===== src/rtl/ctrl_pkg.sv =====
// Shared encodings for the multicycle RISC-V control unit.
package ctrl_pkg;

    localparam int unsigned STATE_W  = 4;
    localparam int unsigned OPCODE_W = 7;
    localparam int unsigned SEL_W    = 2;

    // Controller states; the numeric values are exported on the debug port.
    typedef enum logic [STATE_W-1:0] {
        S_FETCH    = 4'd0,
        S_DECODE   = 4'd1,
        S_MEMADR   = 4'd2,
        S_MEMREAD  = 4'd3,
        S_MEMWB    = 4'd4,
        S_MEMWRITE = 4'd5,
        S_EXECR    = 4'd6,
        S_EXECI    = 4'd7,
        S_ALUWB    = 4'd8,
        S_JAL      = 4'd9,
        S_BEQ      = 4'd10,
        S_TRAP     = 4'd11
    } state_e;

    // Major opcodes (instruction[6:0]).
    localparam logic [OPCODE_W-1:0] OP_LOAD  = 7'b0000011;
    localparam logic [OPCODE_W-1:0] OP_STORE = 7'b0100011;
    localparam logic [OPCODE_W-1:0] OP_RTYPE = 7'b0110011;
    localparam logic [OPCODE_W-1:0] OP_ITYPE = 7'b0010011;
    localparam logic [OPCODE_W-1:0] OP_JAL   = 7'b1101111;
    localparam logic [OPCODE_W-1:0] OP_BEQ   = 7'b1100011;

    // ALU operand A select.
    localparam logic [SEL_W-1:0] SRCA_PC    = 2'b00;
    localparam logic [SEL_W-1:0] SRCA_OLDPC = 2'b01;
    localparam logic [SEL_W-1:0] SRCA_REGA  = 2'b10;

    // ALU operand B select.
    localparam logic [SEL_W-1:0] SRCB_REGB  = 2'b00;
    localparam logic [SEL_W-1:0] SRCB_IMM   = 2'b01;
    localparam logic [SEL_W-1:0] SRCB_FOUR  = 2'b10;

    // Writeback / PC-next result select.
    localparam logic [SEL_W-1:0] RES_ALUOUT = 2'b00;
    localparam logic [SEL_W-1:0] RES_DATA   = 2'b01;
    localparam logic [SEL_W-1:0] RES_ALU    = 2'b10;

    // ALU operation class handed to the ALU decoder.
    localparam logic [SEL_W-1:0] ALUOP_ADD   = 2'b00;
    localparam logic [SEL_W-1:0] ALUOP_SUB   = 2'b01;
    localparam logic [SEL_W-1:0] ALUOP_FUNCT = 2'b10;

endpackage


===== src/rtl/multicycle_control.sv =====
// Moore controller sequencing fetch/decode/execute/memory/writeback for a
// multicycle RISC-V datapath, with a memory-ready stall and a sticky trap.
module multicycle_control
    import ctrl_pkg::*;
#(
    parameter bit ENABLE_ITYPE = 1'b1,
    parameter bit ENABLE_JAL   = 1'b1,
    parameter bit MEM_WAIT     = 1'b1
) (
    input  logic                clk,
    input  logic                reset,
    input  logic [OPCODE_W-1:0] opcode,
    input  logic                zero,
    input  logic                mem_ready,
    output logic                mem_req,
    output logic                mem_write,
    output logic                ir_write,
    output logic                adr_src,
    output logic                pc_write,
    output logic                reg_write,
    output logic [SEL_W-1:0]    alu_src_a,
    output logic [SEL_W-1:0]    alu_src_b,
    output logic [SEL_W-1:0]    result_src,
    output logic [SEL_W-1:0]    alu_op,
    output logic                illegal,
    output logic [STATE_W-1:0]  state
);

    state_e state_q;
    state_e state_d;
    logic   ready;

    // Without the wait handshake every access completes in one cycle.
    assign ready = MEM_WAIT ? mem_ready : 1'b1;
    assign state = state_q;

    // State register; reset returns to FETCH immediately.
    always_ff @(posedge clk or posedge reset) begin
        if (reset) begin
            state_q <= S_FETCH;
        end else begin
            state_q <= state_d;
        end
    end

    // Next-state and Moore output decode.
    always_comb begin
        state_d    = state_q;
        mem_req    = 1'b0;
        mem_write  = 1'b0;
        ir_write   = 1'b0;
        adr_src    = 1'b0;
        pc_write   = 1'b0;
        reg_write  = 1'b0;
        alu_src_a  = SRCA_PC;
        alu_src_b  = SRCB_REGB;
        result_src = RES_ALUOUT;
        alu_op     = ALUOP_ADD;
        illegal    = 1'b0;

        case (state_q)
            S_FETCH: begin
                // PC+4 computed in the ALU and written straight back to PC.
                mem_req    = 1'b1;
                alu_src_b  = SRCB_FOUR;
                result_src = RES_ALU;
                // Write enables held low while reset is asserted.
                ir_write   = ready & ~reset;
                pc_write   = ready & ~reset;
                if (ready) begin
                    state_d = S_DECODE;
                end
            end
            S_DECODE: begin
                // Speculative branch target: old PC + immediate.
                alu_src_a = SRCA_OLDPC;
                alu_src_b = SRCB_IMM;
                case (opcode)
                    OP_LOAD, OP_STORE: state_d = S_MEMADR;
                    OP_RTYPE:          state_d = S_EXECR;
                    OP_ITYPE:          state_d = ENABLE_ITYPE ? S_EXECI : S_TRAP;
                    OP_JAL:            state_d = ENABLE_JAL ? S_JAL : S_TRAP;
                    OP_BEQ:            state_d = S_BEQ;
                    default:           state_d = S_TRAP;
                endcase
            end
            S_MEMADR: begin
                alu_src_a = SRCA_REGA;
                alu_src_b = SRCB_IMM;
                state_d   = (opcode == OP_LOAD) ? S_MEMREAD : S_MEMWRITE;
            end
            S_MEMREAD: begin
                mem_req = 1'b1;
                adr_src = 1'b1;
                if (ready) begin
                    state_d = S_MEMWB;
                end
            end
            S_MEMWB: begin
                result_src = RES_DATA;
                reg_write  = 1'b1;
                state_d    = S_FETCH;
            end
            S_MEMWRITE: begin
                mem_req   = 1'b1;
                mem_write = 1'b1;
                adr_src   = 1'b1;
                if (ready) begin
                    state_d = S_FETCH;
                end
            end
            S_EXECR: begin
                alu_src_a = SRCA_REGA;
                alu_src_b = SRCB_REGB;
                alu_op    = ALUOP_FUNCT;
                state_d   = S_ALUWB;
            end
            S_EXECI: begin
                alu_src_a = SRCA_REGA;
                alu_src_b = SRCB_IMM;
                alu_op    = ALUOP_FUNCT;
                state_d   = S_ALUWB;
            end
            S_ALUWB: begin
                result_src = RES_ALUOUT;
                reg_write  = 1'b1;
                state_d    = S_FETCH;
            end
            S_JAL: begin
                // Jump to the target latched in DECODE; link computed as old PC + 4.
                alu_src_a  = SRCA_OLDPC;
                alu_src_b  = SRCB_FOUR;
                result_src = RES_ALUOUT;
                pc_write   = 1'b1;
                state_d    = S_ALUWB;
            end
            S_BEQ: begin
                alu_src_a  = SRCA_REGA;
                alu_src_b  = SRCB_REGB;
                alu_op     = ALUOP_SUB;
                result_src = RES_ALUOUT;
                pc_write   = zero;
                state_d    = S_FETCH;
            end
            S_TRAP: begin
                illegal = 1'b1;
                state_d = S_TRAP;
            end
            default: begin
                state_d = S_FETCH;
            end
        endcase
    end

endmodule


===== config.mk =====
export PLATFORM = sky130hd
export DESIGN_NAME = multicycle_control
export DESIGN_NICKNAME = d
export VERILOG_FILES = /design/src/rtl/ctrl_pkg.sv /design/src/rtl/multicycle_control.sv
export SDC_FILE = /design/constraint.sdc
export NUM_CORES = 1
export LEC_CHECK = 0
export ABC_AREA = 0
export BUFFER_PORTS_ARGS = -buffer_cell sky130_fd_sc_hd__buf_4
export CORE_AREA = 2 2 39 41
export CTS_CLUSTER_DIAMETER = 150
export CTS_CLUSTER_SIZE = 8
export DETAILED_ROUTE_END_ITERATION = 16
export DIE_AREA = 0 0 41 43
export PLACE_DENSITY = 0.75
export SLEW_MARGIN = 10
export SYNTH_ARGS = -nofsm -noshare
export SYNTH_HDL_FRONTEND = slang
export SYNTH_SLANG_ARGS = --single-unit

===== constraint.sdc =====
create_clock -name clk -period 2.7 [get_ports clk]
set_input_delay 0.27 -clock clk [delete_from_list [all_inputs] [get_ports clk]]
set_output_delay 0.27 -clock clk [all_outputs]
set_load 0.005 [all_outputs]

== Word-level counts from Yosys, hierarchy flattened ==
Index checks and enable logic that the tools add are counted.

* Bits in registers: 4
* Input port bits: 11
* Output and inout port bits: 19

* Equality and inequality tests: 20
* Bitwise logic cells: 2
* Mux-type cells: 17
* Reduce and logical (&&, ||, !) cells: 12

{| class="wikitable"
|+ Operators with widths
! kind !! number
|-
| 4-bit case mux with 7 select lines || 1
|-
| 4-bit case mux with 5 select lines || 1
|-
| 4-bit by 3-bit == test with 1-bit output (second input constant) || 4
|-
| 4-bit == test (second input constant) || 4
|-
| 2-bit case mux with 2 select lines || 4
|-
| 7-bit by 6-bit == test with 1-bit output (second input constant) || 2
|-
| 7-bit == test (second input constant) || 2
|-
| 4-bit two-way mux || 3
|-
| 2-bit OR reduction || 6
|-
| 3-bit OR reduction || 3
|-
| 4-bit by 2-bit == test with 1-bit output (second input constant) || 2
|-
| 7-bit by 2-bit == test with 1-bit output (second input constant) || 1
|-
| 7-bit by 5-bit == test with 1-bit output (second input constant) || 1
|-
| 1-bit two-way mux || 6
|-
| 2-bit inequality test (second input constant) || 3
|-
| 4-bit by 1-bit == test with 1-bit output (second input constant) || 1
|-
| 4-bit zero test || 1
|-
| 4-bit OR reduction || 1
|-
| 3-bit two-way mux || 1
|-
| 1-bit case mux with 3 select lines || 1
|-
| 3-bit AND reduction || 1
|-
| 1-bit AND || 1
|-
| 1-bit NOT || 1
|}

== Longest topological paths before layout ==
* Word-level depth: 4
* Depth in mapped cells: 5
* Depth with buffers taken out: 4

== Least setup slack after synthesis ==
Ideal clock, no wire load.

* Path kind: flip-flop to output port
* Start point: register state_q[1] (netlist: state[1])
* End point: output pc_write
* Cell stages (with the launch flop): 4
* Data required time: 2.430 ns
* Path slack: 1.285 ns
* Data arrival time: 1.145 ns
* Path buffers: 0
* Cell sequence: dfrtp_1 -> nor4_2 -> and3_1 -> a31o_1

* Longest elaborated chain between the ends: 2

{| class="wikitable"
|+ Ends and longest elaborated chain
! item !! line !! text
|-
| start, declared || multicycle_control.sv:29 || <nowiki>state_e state_q;</nowiki>
|-
| start signal, assigned || multicycle_control.sv:42 || <nowiki>state_q <= state_d;</nowiki>
|-
| 4-bit == test / 4-bit zero test (equally long branches) || multicycle_control.sv:61 || <nowiki>case (state_q)</nowiki>
|-
| 1-bit case mux with 3 select lines * || multicycle_control.sv:61 ||
|-
| end, declared || multicycle_control.sv:19 || <nowiki>output logic pc_write,</nowiki>
|}

Mark *: on every way between the ends. The rest lies on a longest branch, timed or not.

== Final worst setup path ==
Same ends and word-level chain as after synthesis.

==> impl_metrics.env <==
export IMPL_place_gp_congestion=0.754
export IMPL_fin_tns_setup_ns=0
export IMPL_synth_seq_cells=4
export IMPL_critPathKind="register to output pin"
export IMPL_fmax_mhz=532
export IMPL_setup_viol=0
export IMPL_cp_arrival_ns=1.61
export IMPL_dieArea_um2=1760
export IMPL_die_x_um=41
export IMPL_placed_area_um2=728
export IMPL_timing_critical_path_fanout_max=18
export IMPL_pwr_share_comb_pct=65.6
export IMPL_antenna_found_initial=0
export IMPL_yosysUniqueCellTypes=32
export IMPL_portBuffers=29
export IMPL_die_h_um=43
export IMPL_critPathCaptureType="output pin"
export IMPL_grt_pass1_wl_um=2390
export IMPL_status="completed"
export IMPL_drive_gt1_share_pct=36.4
export IMPL_grt_use_total_pct=20.4
export IMPL_fin_crit_sh_pct=69.6
export IMPL_post_synth_top_area_fraction_pct=19.7
export IMPL_drtIter0Drc=14
export IMPL_cp_depth=4
export IMPL_power_mw=0.744
export IMPL_hold_violations=0
export IMPL_pwr_share_clk_pct=10.2
export IMPL_htreeDepth=1
export IMPL_ys_seq_area_share_pct=19.7
export IMPL_cts_reportedPaths_clkPinSlew_ns=0.04
export IMPL_grt_max_degree=19
export IMPL_synth_area_um2=508
export IMPL_crit_chain="nor4_2 -> and3_1 -> a31o_1 -> buf_4"
export IMPL_synth_top_area_cell="dfrtp_1"
export IMPL_tritoncts="yes"
export IMPL_cpLargestDelayFamily="simple AND/OR/NAND/NOR gates"
export IMPL_vias=605
export IMPL_syn_nets=81
export IMPL_synth_area_per_cell_um2=7.26
export IMPL_drtAntennaViolNets=0
export IMPL_irDropWorstVdd_v=0.000451
export IMPL_clk_latency_ns=0.24
export IMPL_yosysWarnings=0
export IMPL_max_stage_delay_ns=0.54
export IMPL_power_frac_seq_pct=24.2
export IMPL_synthCells=70
export IMPL_final_max_slew_viol_count=0
export IMPL_crit_buf_inv=1
export IMPL_finalInstanceArea_um2=761
export IMPL_cp_data_required_time_ns=2.43
export IMPL_swShare_pct=44.5
export IMPL_netlist_top_cells_area="dfrtp_1 (20%), nor2_1 (8.9%), and3_1 (6.2%), nand2b_1 (6.2%), a2111oi_4 (5.4%)"
export IMPL_drc=0
export IMPL_largest_register_ffs=4
export IMPL_wl_per_cell_um=12.6
export IMPL_drt_total_wl_um=1450
export IMPL_core_um2=1380
export IMPL_powerDensity_nw_per_um2=977
export IMPL_dr_pass1_iters=4
export IMPL_final_common_cell="buf_4"
export IMPL_ctsRootBufferMaster="clkbuf_4"
export IMPL_cts_resized=0
export IMPL_rsz0062_at_grt="false"
export IMPL_timing_clock_skew_ns=0.00247
export IMPL_r2r_cells=4
export IMPL_start_util_pct=36.7
export IMPL_numCtsBuffers=3
export IMPL_antenna_cells=0
export IMPL_total_leakage_power_nw=0.376
export IMPL_syn_to_final_growth_pct=49.8
export IMPL_clock_sinks=4
export IMPL_p_int_mw=0.413
export IMPL_p_switching_mw=0.331
export IMPL_worstSetupStartpointType="register"
export IMPL_grt_pass1_vias=538
export IMPL_rows=14
export IMPL_min_delay_path_depth=4
export IMPL_period_needed_ns=1.88
export IMPL_layout_cells_most_common_list="buf_4 (29), nor2_1 (12), nand2b_1 (5), nand2_1 (5), and3_1 (5)"
export IMPL_clock_path_buffers=2
export IMPL_slowest_stage="dfrtp_1"
export IMPL_ios=30
export IMPL_dp_hpwl_um=1140
export IMPL_overflow=0
export IMPL_nNetsFinal=112
export IMPL_relSlewSlack_pct=66.9
export IMPL_cap_violations=0
export IMPL_max_slew_worst_pin_slew_ns=0.497
export IMPL_hp_class="input port to register"
export IMPL_hold_ws_ns=0.342
export IMPL_via_per_inst=5.26
==> power groups by stage <==
stage / Combinational [mW] / Sequential, mW / Clock, mW
5_1_grt: 0.549 / 0.190 / 0.0807
3_3_place_gp: 0.487 / 0.175 / 0
3_5_place_dp: 0.493 / 0.178 / 0
6_report: 0.488 / 0.180 / 0.0761
4_1_cts: 0.495 / 0.177 / 0.0778
2_1_floorplan: 0.324 / 0.116 / 0
==> area by class of cell <==
type	instances	area, µm²
sequential	4	100
tap	16	20.0
inverter	4	15.0
fill	139	623
multi-input combinational	58	375
timing repair buffer	30	228
clock buffer	3	22.5
==> repair_timing <==
item | CTS | global route
hold buffers | 1 | 0
buffers inserted | 0 | 0
hold endpoints to repair | 4 | 0
==> final timing paths <==
kind                                 startpoint                   end  slack [ns]
min reg2reg                state[0]$_DFFE_PP0P_  state[1]$_DFFE_PP0P_        0.80
min in group asynchronous                 reset  state[3]$_DFFE_PP0P_        0.50
max                        state[1]$_DFFE_PP0P_              pc_write        0.82
min                                   opcode[4]  state[1]$_DFFE_PP0P_        0.34
max reg2reg                state[3]$_DFFE_PP0P_  state[2]$_DFFE_PP0P_        1.14
max in group asynchronous                 reset  state[0]$_DFFE_PP0P_        2.03
==> cells by family (layout without fill, tap and decap cells) <==
group / after synthesis / after routing / synth area share, %
mux: 1 / 1 / 1.97
flops: 4 / 4 / 19.7
compound gates: 11 / 11 / 18.2
fa+ha+maj: 1 / 1 / 1.97
buf+inv: 8 / 37 / 6.40
simple gates: 43 / 43 / 48.3
xor+xnor: 2 / 2 / 3.45
==> worst register-to-register path, cell delays in order, from the launching register on <==
cell,delay [ns]
dfrtp_1,0.64
nand2b_1,0.28
nor3_2,0.10
a2111oi_4,0.31
nor3_1,0.08
==> per-layer routing <==
metal | global-route usage [%] | part of all wire (%)
met1 | 23.5 | 38
met2 | 32.2 | 51
met3 | 4.71 | 7.9
met4 | 12.0 | 2.9
met5 | 0 | 0
==> cell usage after synthesis <==
master / n
a2111oi_4: 1
a21o_1: 1
a21oi_1: 3
a22oi_1: 1
a31o_1: 1
and2_1: 1
and3_1: 5
buf_2: 2
clkbuf_1: 2
dfrtp_1: 4
inv_1: 4
maj3_1: 1
mux2i_1: 1
nand2_1: 5
nand2b_1: 5
nand3_1: 1
nand4_1: 1
nand4bb_1: 1
nor2_1: 12
nor2b_1: 2
nor3_1: 4
nor3_2: 1
nor3b_1: 1
nor4_2: 1
o211ai_1: 1
o21ai_0: 1
o21bai_1: 1
o22ai_1: 1
or2_1: 1
or3_4: 1
or4b_1: 1
xnor2_1: 2
==> through the flow <==
stage               setup slack, ns  utilization, %  instances
floorplan                      1.29               -         70
global route                  0.711            55.0        115
global placement               1.11            52.6        111
finish                        0.820            55.0        115
CTS                           0.819            55.0        115
detailed placement             1.08            52.6        111
Power figures use the tool's default switching activity.
